[config.mk]
export PLATFORM = sky130hd
export DESIGN_NAME = bf_hold_timer
export DESIGN_NICKNAME = d
export VERILOG_FILES = /design/src/rtl/bf_hold_timer.sv
export SDC_FILE = /design/constraint.sdc
export NUM_CORES = 1
export LEC_CHECK = 0
export CELL_PAD_IN_SITES_DETAIL_PLACEMENT = 2
export CELL_PAD_IN_SITES_GLOBAL_PLACEMENT = 2
export CORE_AREA = 2 2 39 41
export CTS_CLUSTER_SIZE = 30
export DETAILED_ROUTE_END_ITERATION = 6
export DIE_AREA = 0 0 41 43
export PLACE_DENSITY = 0.73
export SLEW_MARGIN = 25
export SYNTH_ARGS = -nofsm -noshare
export SYNTH_HDL_FRONTEND = slang
export SYNTH_SLANG_ARGS = --single-unit
[constraint.sdc]
create_clock -name i_clk -period 3.85 [get_ports i_clk]
set_clock_uncertainty 0.15 [all_clocks]
set_input_delay 0.77 -clock i_clk [delete_from_list [all_inputs] [get_ports i_clk]]
set_output_delay 0.77 -clock i_clk [all_outputs]
set_load 0.02 [all_outputs]
[src/rtl/bf_hold_timer.sv]
// Hold counter: counts 0..HOLD_CYCLES-1 while enabled, flags the last cycle.
module bf_hold_timer #(
    parameter int HOLD_CYCLES = 4
) (
    input  logic i_clk,
    input  logic i_rst_n,
    input  logic i_clr,
    input  logic i_en,
    output logic o_tc
);

    localparam logic [7:0] LAST = 8'(HOLD_CYCLES - 1);

    logic [7:0] r_cnt;

    // With HOLD_CYCLES=1 the count never leaves 0 and every enabled edge is terminal.
    assign o_tc = (r_cnt == LAST);

    always_ff @(posedge i_clk) begin
        if (!i_rst_n) begin
            r_cnt <= '0;
        end else if (i_clr) begin
            r_cnt <= '0;
        end else if (i_en) begin
            r_cnt <= o_tc ? 8'd0 : r_cnt + 8'd1;
        end
    end

endmodule

==> run_results.csv, run 1 <==
group,metric,value,unit
timing,setup_slack,0.742,ns
setup_path,arrival,2.19,ns
cells_and_area,largest_reg_flops,8,
setup_path,endpoint_kind,"primary output",
die,pin_count,5,
timing,rsz0062_at_grt,"false",
timing,timing.fmax,0.322,GHz
synthesis,yosys_warnings,0,
timing,slew_violations,0,
timing,min_period,3.11,ns
synthesis,synth_cell_types,21,
timing,fin_crit_sh,80.7,%
die,die-area,1760,um2
cts,cts_resized,0,
cts,clkLatencyLatePin,0.26,ns
pwr,switching_power,0.0389,mW
global_route,track_usage,15.4,%
die,rows,14,
cts,hold_buffers,0,
cts,cts_setup_buffers,0,
synthesis,syn_inst,45,
route,drc,0,
pwr,clockPowerShare,42.1,%
pwr,seqPwrFrac,51.6,%
timing,finalSetupViolCount,0,
cells_and_area,stdcell_count,66,
cts,cts_tree,"built",
setup_path,critical_path_class,"flip-flop to primary output",
cells_and_area,insertedDiodeCount,0,
cts,numCtsBuffers,3,
setup_path,crit_slowest_cell,"clkdlybuf4s50_1",
setup_path,slowest_delay,0.66,ns
die,start_util,30.1,%
pwr,pwr-share-comb,6.2,%
pwr,peakVddDrop,195,uV
placement,placed_area,467,um2
timing,setup_tns,0,ns
timing,hold_violations,0,
pwr,p_leak,0.149,nW
route,routed_via_density,5.36,
pwr,intPower,0.125,mW
route,drt-wirelength-per-cell,15.3,um
cells_and_area,fin_area,489,um2
global_route,first_global_vias,365,
setup_path,crit_fanout,5,
synthesis,synthesis.area,417,um2
route,dr_total_vias,354,
pwr,power_density,335,nW/um2
setup_path,crit_chain,"or4_4 -> nor4b_2 -> clkdlybuf4s50_1",
die,die_x,41,um
cts,cts_max_level,1,
route,dr.pass1.iters,2,
synthesis,ys_ff_latch,8,
placement,gp_congestion,0.833,
route,drt_iter0_markers,3,
cts,root_buffer,"clkbuf_4",
cells_and_area,layout-drive-gt1-share,12.0,%
hold_path,hp-class,"flip-flop to flip-flop",
pwr,switching_share,23.7,%
synthesis,yosysSeqAreaShare,38.4,%
cts,clk_path_buf_depth,2,
die,fp.coreArea,1380,um2
cts,clkSinkCount,8,
timing,slew_headroom,76.4,%
timing,worst_slew_pin_slew,0.352,ns
global_route,grt_pass1_wl,1.75,mm
cells_and_area,top_regs,"r_cnt x8",
placement,post-place-ws,1.02,ns
global_route,globalRouteOverflowTotal,0,
route,drtAntennaViolNets,0,
setup_path,critPathRequiredTime,2.93,ns
global_route,antenna_found_initial,0,
placement,place_hpwl,780,um
run_status,status,"completed",
placement,dp.cells,63,
cts,path_clk_slew,0.06,ns
cells_and_area,largest_register,"r_cnt",
global_route,grt_start_max_net_pins,10,
route,wl,1.01,mm
synthesis,avgSynthCellArea,9.26,um2
synthesis,syn_nets,50,
setup_path,startpoint_type,"flip-flop",
job,drv_cap,0,
placement,io_buffers,4,
die,dieHeight,43,um
cells_and_area,synthToLayoutAreaGrowth,17.4,%
cells_and_area,fin_nets,57,
[power groups by stage]
stage	sequential, mW	clock, mW	combinational, mW
after floorplan	0.0861	0	0.00604
after global placement	0.0863	0	0.00973
after detailed placement	0.0864	0	0.0103
after CTS	0.0845	0.0724	0.0103
after global routing	0.0847	0.0743	0.0112
final	0.0846	0.0691	0.0102
[routing by layer]
metal | part of all wire [%] | GRT usage (%) | up-vias
li1 | - | - | 179
met1 | 48 | 19.8 | 167
met2 | 46 | 21.3 | 4
met3 | 2.0 | 3.14 | 4
met4 | 3.8 | 12.0 | 0
met5 | 0 | 0 | -
[cells in the mapped netlist]
cell | instances | area (um2)
xor2_1 | 2 | 17.5
mux2i_1 | 1 | 10.0
a21oi_1 | 4 | 20.0
nand4_1 | 4 | 25.0
o2111ai_1 | 1 | 8.76
nor4b_2 | 1 | 15.0
o41ai_4 | 1 | 27.5
nand2b_1 | 2 | 12.5
nor2b_1 | 1 | 6.26
or3_1 | 3 | 18.8
dfxtp_1 | 8 | 160
or4_4 | 1 | 11.3
nand2_1 | 2 | 7.51
nand3b_1 | 1 | 7.51
o21ai_0 | 3 | 15.0
ha_1 | 1 | 12.5
buf_2 | 2 | 10.0
nand3_1 | 2 | 10.0
nor2_1 | 3 | 11.3
inv_1 | 1 | 3.75
o22ai_1 | 1 | 6.26
[cell usage in the layout, fill, tap and decap left out]
cell type        n
dfxtp_1          8
a21oi_1          4
nand4_1          4
clkdlybuf4s50_1  4
nor2_1           3
o21ai_0          3
or3_1            3
clkbuf_4         3
nand2_1          2
nand2b_1         2
nand3_1          2
xor2_1           2
or4_4            1
nor4b_2          1
inv_1            1
o2111ai_1        1
nor2b_1          1
o41ai_4          1
mux2i_1          1
nand3b_1         1
o22ai_1          1
ha_1             1
[worst paths after layout]
path            start  endpoint  slack (ns)  cells past startpoint
min          r_cnt[7]  r_cnt[7]        0.37                      2
max reg2reg  r_cnt[3]  r_cnt[3]        2.14                      3
max          r_cnt[3]      o_tc        0.74                      3
min reg2reg  r_cnt[7]  r_cnt[7]        0.37                      2
[cell type report]
type	count	area [um2]
fillers	165	895
flip-flops and latches	8	160
multi-input cells	34	243
clock buffers	3	22.5
inverters	1	3.75
repair buffers	4	40.0
well taps	16	20.0
[kinds of logic after synthesis]
kind of cell | Yosys count | share of synthesized area [%]
compound gates | 10 | 18.6
xor+xnor | 2 | 4.20
fa+ha+maj | 1 | 3.00
buf+inv | 3 | 3.30
flops | 8 | 38.4
mux | 1 | 2.40
simple gates | 20 | 30.0
[stage by stage]
stage          hold slack, ns  util [%]  power (mW)
6_report                0.370      35.4       0.164
5_1_grt                 0.415      35.4       0.170
4_1_cts                 0.380      35.4       0.167
3_5_place_dp            0.369      33.7      0.0967
3_3_place_gp            0.335      33.7      0.0960
2_1_floorplan           0.305         -      0.0921
[worst max-delay path, delay by kind of cell, from the launching register on]
kind / cells / cell delay (ns)
flip-flops: 1 / 0.36
AND/OR/NAND/NOR: 2 / 0.91
buffers and inverters: 1 / 0.66
Note: power is estimated with default switching activity, not from simulation.
==> run 2: changes to the inputs <==
- CORE_AREA: 2 2 39 41 -> unset
- CORE_UTILIZATION: unset -> 30
- DIE_AREA: 0 0 41 43 -> unset
- PLACE_DENSITY: 0.73 -> 0.7
- clock period: 3.85 -> 2.97 ns (I/O delays scaled with it)
==> run_results.csv, run 2 (synthesis gave the netlist of run 1 again) <==
group,metric,value,unit
route,routed_via_density,5.77,
timing,worst_slew_pin_slew,0.388,ns
timing,finalSetupViolCount,0,
setup_path,arrival,1.80,ns
cells_and_area,layout_commonest_cell,"dfxtp_1",
route,drtAntennaViolNets,0,
timing,setup_slack,0.421,ns
pwr,p_total,0.208,mW
global_route,met1_usage,19.7,%
pwr,power_density,424,nW/um2
global_route,grt_use_met3,10.2,%
cts,clkLatencyLatePin,0.26,ns
timing,slew_headroom,74.0,%
setup_path,critPathRequiredTime,2.23,ns
global_route,use_met2,29.2,%
hold_path,whs_path_depth,2,
route,dr_total_vias,375,
setup_path,cp.depth,3,
global_route,first_global_vias,368,
cells_and_area,fin_nets,57,
timing,setup_tns,0,ns
placement,placed_area,465,um2
timing,hold_violations,0,
setup_path,cpLargestDelayFamily,"simple AND/OR/NAND/NOR gates",
cts,root_buffer,"clkbuf_4",
die,die-area,1540,um2
die,die_x,39.3,um
job,drv_cap,0,
route,drc,0,
die,rows,13,
global_route,antenna_found_initial,0,
placement,gp_congestion,0.773,
pwr,peakVddDrop,271,uV
cts,path_clk_slew,0.06,ns
setup_path,ff2ff_setup_slack,1.21,ns
global_route,busiest_layer,"met2",
global_route,grt_pass1_wl,1.74,mm
die,dieHeight,39.3,um
cells_and_area,largest_reg_flops,8,
cells_and_area,fill_cells,158,
placement,place_hpwl,857,um
cells_and_area,final_cell_mix,"8 x dfxtp_1, 4 x a21oi_1, 4 x nand4_1",
hold_path,hp-class,"flip-flop to flip-flop",
global_route,track_usage,18.0,%
placement,post-place-ws,0.315,ns
setup_path,r2r_start,"r_cnt[3]",
cells_and_area,top_regs,"r_cnt x8",
route,drt_iter0_markers,2,
placement,io_buffers,4,
setup_path,critical_path_class,"flip-flop to primary output",
cts,cts_tree,"built",
global_route,grt_start_max_net_pins,10,
cts,clk_path_buf_depth,2,
setup_path,startpoint_type,"flip-flop",
route,dr.pass1.iters,4,
setup_path,critPathBufInv,1,
timing,slew_violations,0,
cts,numCtsBuffers,3,
cts,clkSinkCount,8,
run_status,status,"completed",
cells_and_area,largest_register,"r_cnt",
setup_path,crit-reg2reg-capture,"r_cnt[3]",
timing,timing.fmax,0.392,GHz
setup_path,crit_chain,"or4_4 -> nor4b_2 -> dlymetal6s2s_1",
die,fp.coreArea,1300,um2
route,wl,1.10,mm
setup_path,slowest_delay,0.59,ns
cells_and_area,insertedDiodeCount,0,
setup_path,endpoint,"o_tc",
cells_and_area,fin_area,490,um2
timing,min_period,2.55,ns
global_route,globalRouteOverflowTotal,0,
setup_path,crit_fanout,5,
die,pin_count,5,
timing,rsz0062_at_grt,"false",
setup_path,crit_slowest_cell,"or4_4",
die,start_util,32.0,%
timing,fin_crit_sh,85.8,%
cts,cts_max_level,1,
cts,hold_buffers,0,
cells_and_area,layout-drive-gt1-share,12.0,%
setup_path,r2r_cells,3,
setup_path,worstSetupStartpoint,"r_cnt[3]",
route,drt-wirelength-per-cell,17.0,um
setup_path,endpoint_kind,"primary output",
pwr,p_leak,0.168,nW
cells_and_area,synthToLayoutAreaGrowth,17.7,%
[run 2: power by group]
group | internal [mW] | total [mW] | switching, mW
Clock | 0.0463 | 0.0844 | 0.0381
Combinational | 0.00731 | 0.0136 | 0.00628
Sequential | 0.108 | 0.110 | 0.00147
Total | 0.162 | 0.208 | 0.0459
[run 2: per-layer routing]
metal	wire, um	part of all wire, %
met1	501	45
met5	0	0
met4	14	1.3
met3	51	4.6
met2	535	49
[run 2: worst min-delay path by stage]
stage	start	endpoint	slack, ns
finish	r_cnt[7]	r_cnt[7]	0.36
CTS	r_cnt[7]	r_cnt[7]	0.37
global route	r_cnt[7]	r_cnt[7]	0.39
global placement	r_cnt[7]	r_cnt[7]	0.33
floorplan	r_cnt[7]	r_cnt[7]	0.30
detailed placement	r_cnt[7]	r_cnt[7]	0.36
[run 2: tightest hold or removal path: cells and delay by family, from the launching register on]
| family | cells | cell delay [ns] |
|---|---|---|
| flip-flops | 1 | 0.32 |
| AO/OA/AOI/OAI | 2 | 0.14 |
[run 2: through the flow]
| stage | instances | utilization (%) | hold slack (ns) |
|---|---|---|---|
| finish | 65 | 37.7 | 0.360 |
| global route | 65 | 37.7 | 0.394 |
| CTS | 65 | 37.5 | 0.369 |
| detailed placement | 62 | 35.8 | 0.358 |
| global placement | 62 | 35.8 | 0.330 |
| floorplan | 45 | - | 0.305 |
[run 2: what timing repair did]
item	CTS	global route
resized for setup	0	1
setup buffers	0	0
endpoints found under the setup margin	0	1
[run 2: layout make-up]
| cell class | count | area [um2] | area share, % |
|---|---|---|---|
| Timing Repair Buffer | 4 | 42.5 | 8.67 |
| Inverter | 1 | 3.75 | 0.765 |
| Tap cell | 15 | 18.8 | 3.83 |
| Clock buffer | 3 | 22.5 | 4.59 |
| Multi-Input combinational cell | 34 | 243 | 49.5 |
| Sequential cell | 8 | 160 | 32.7 |
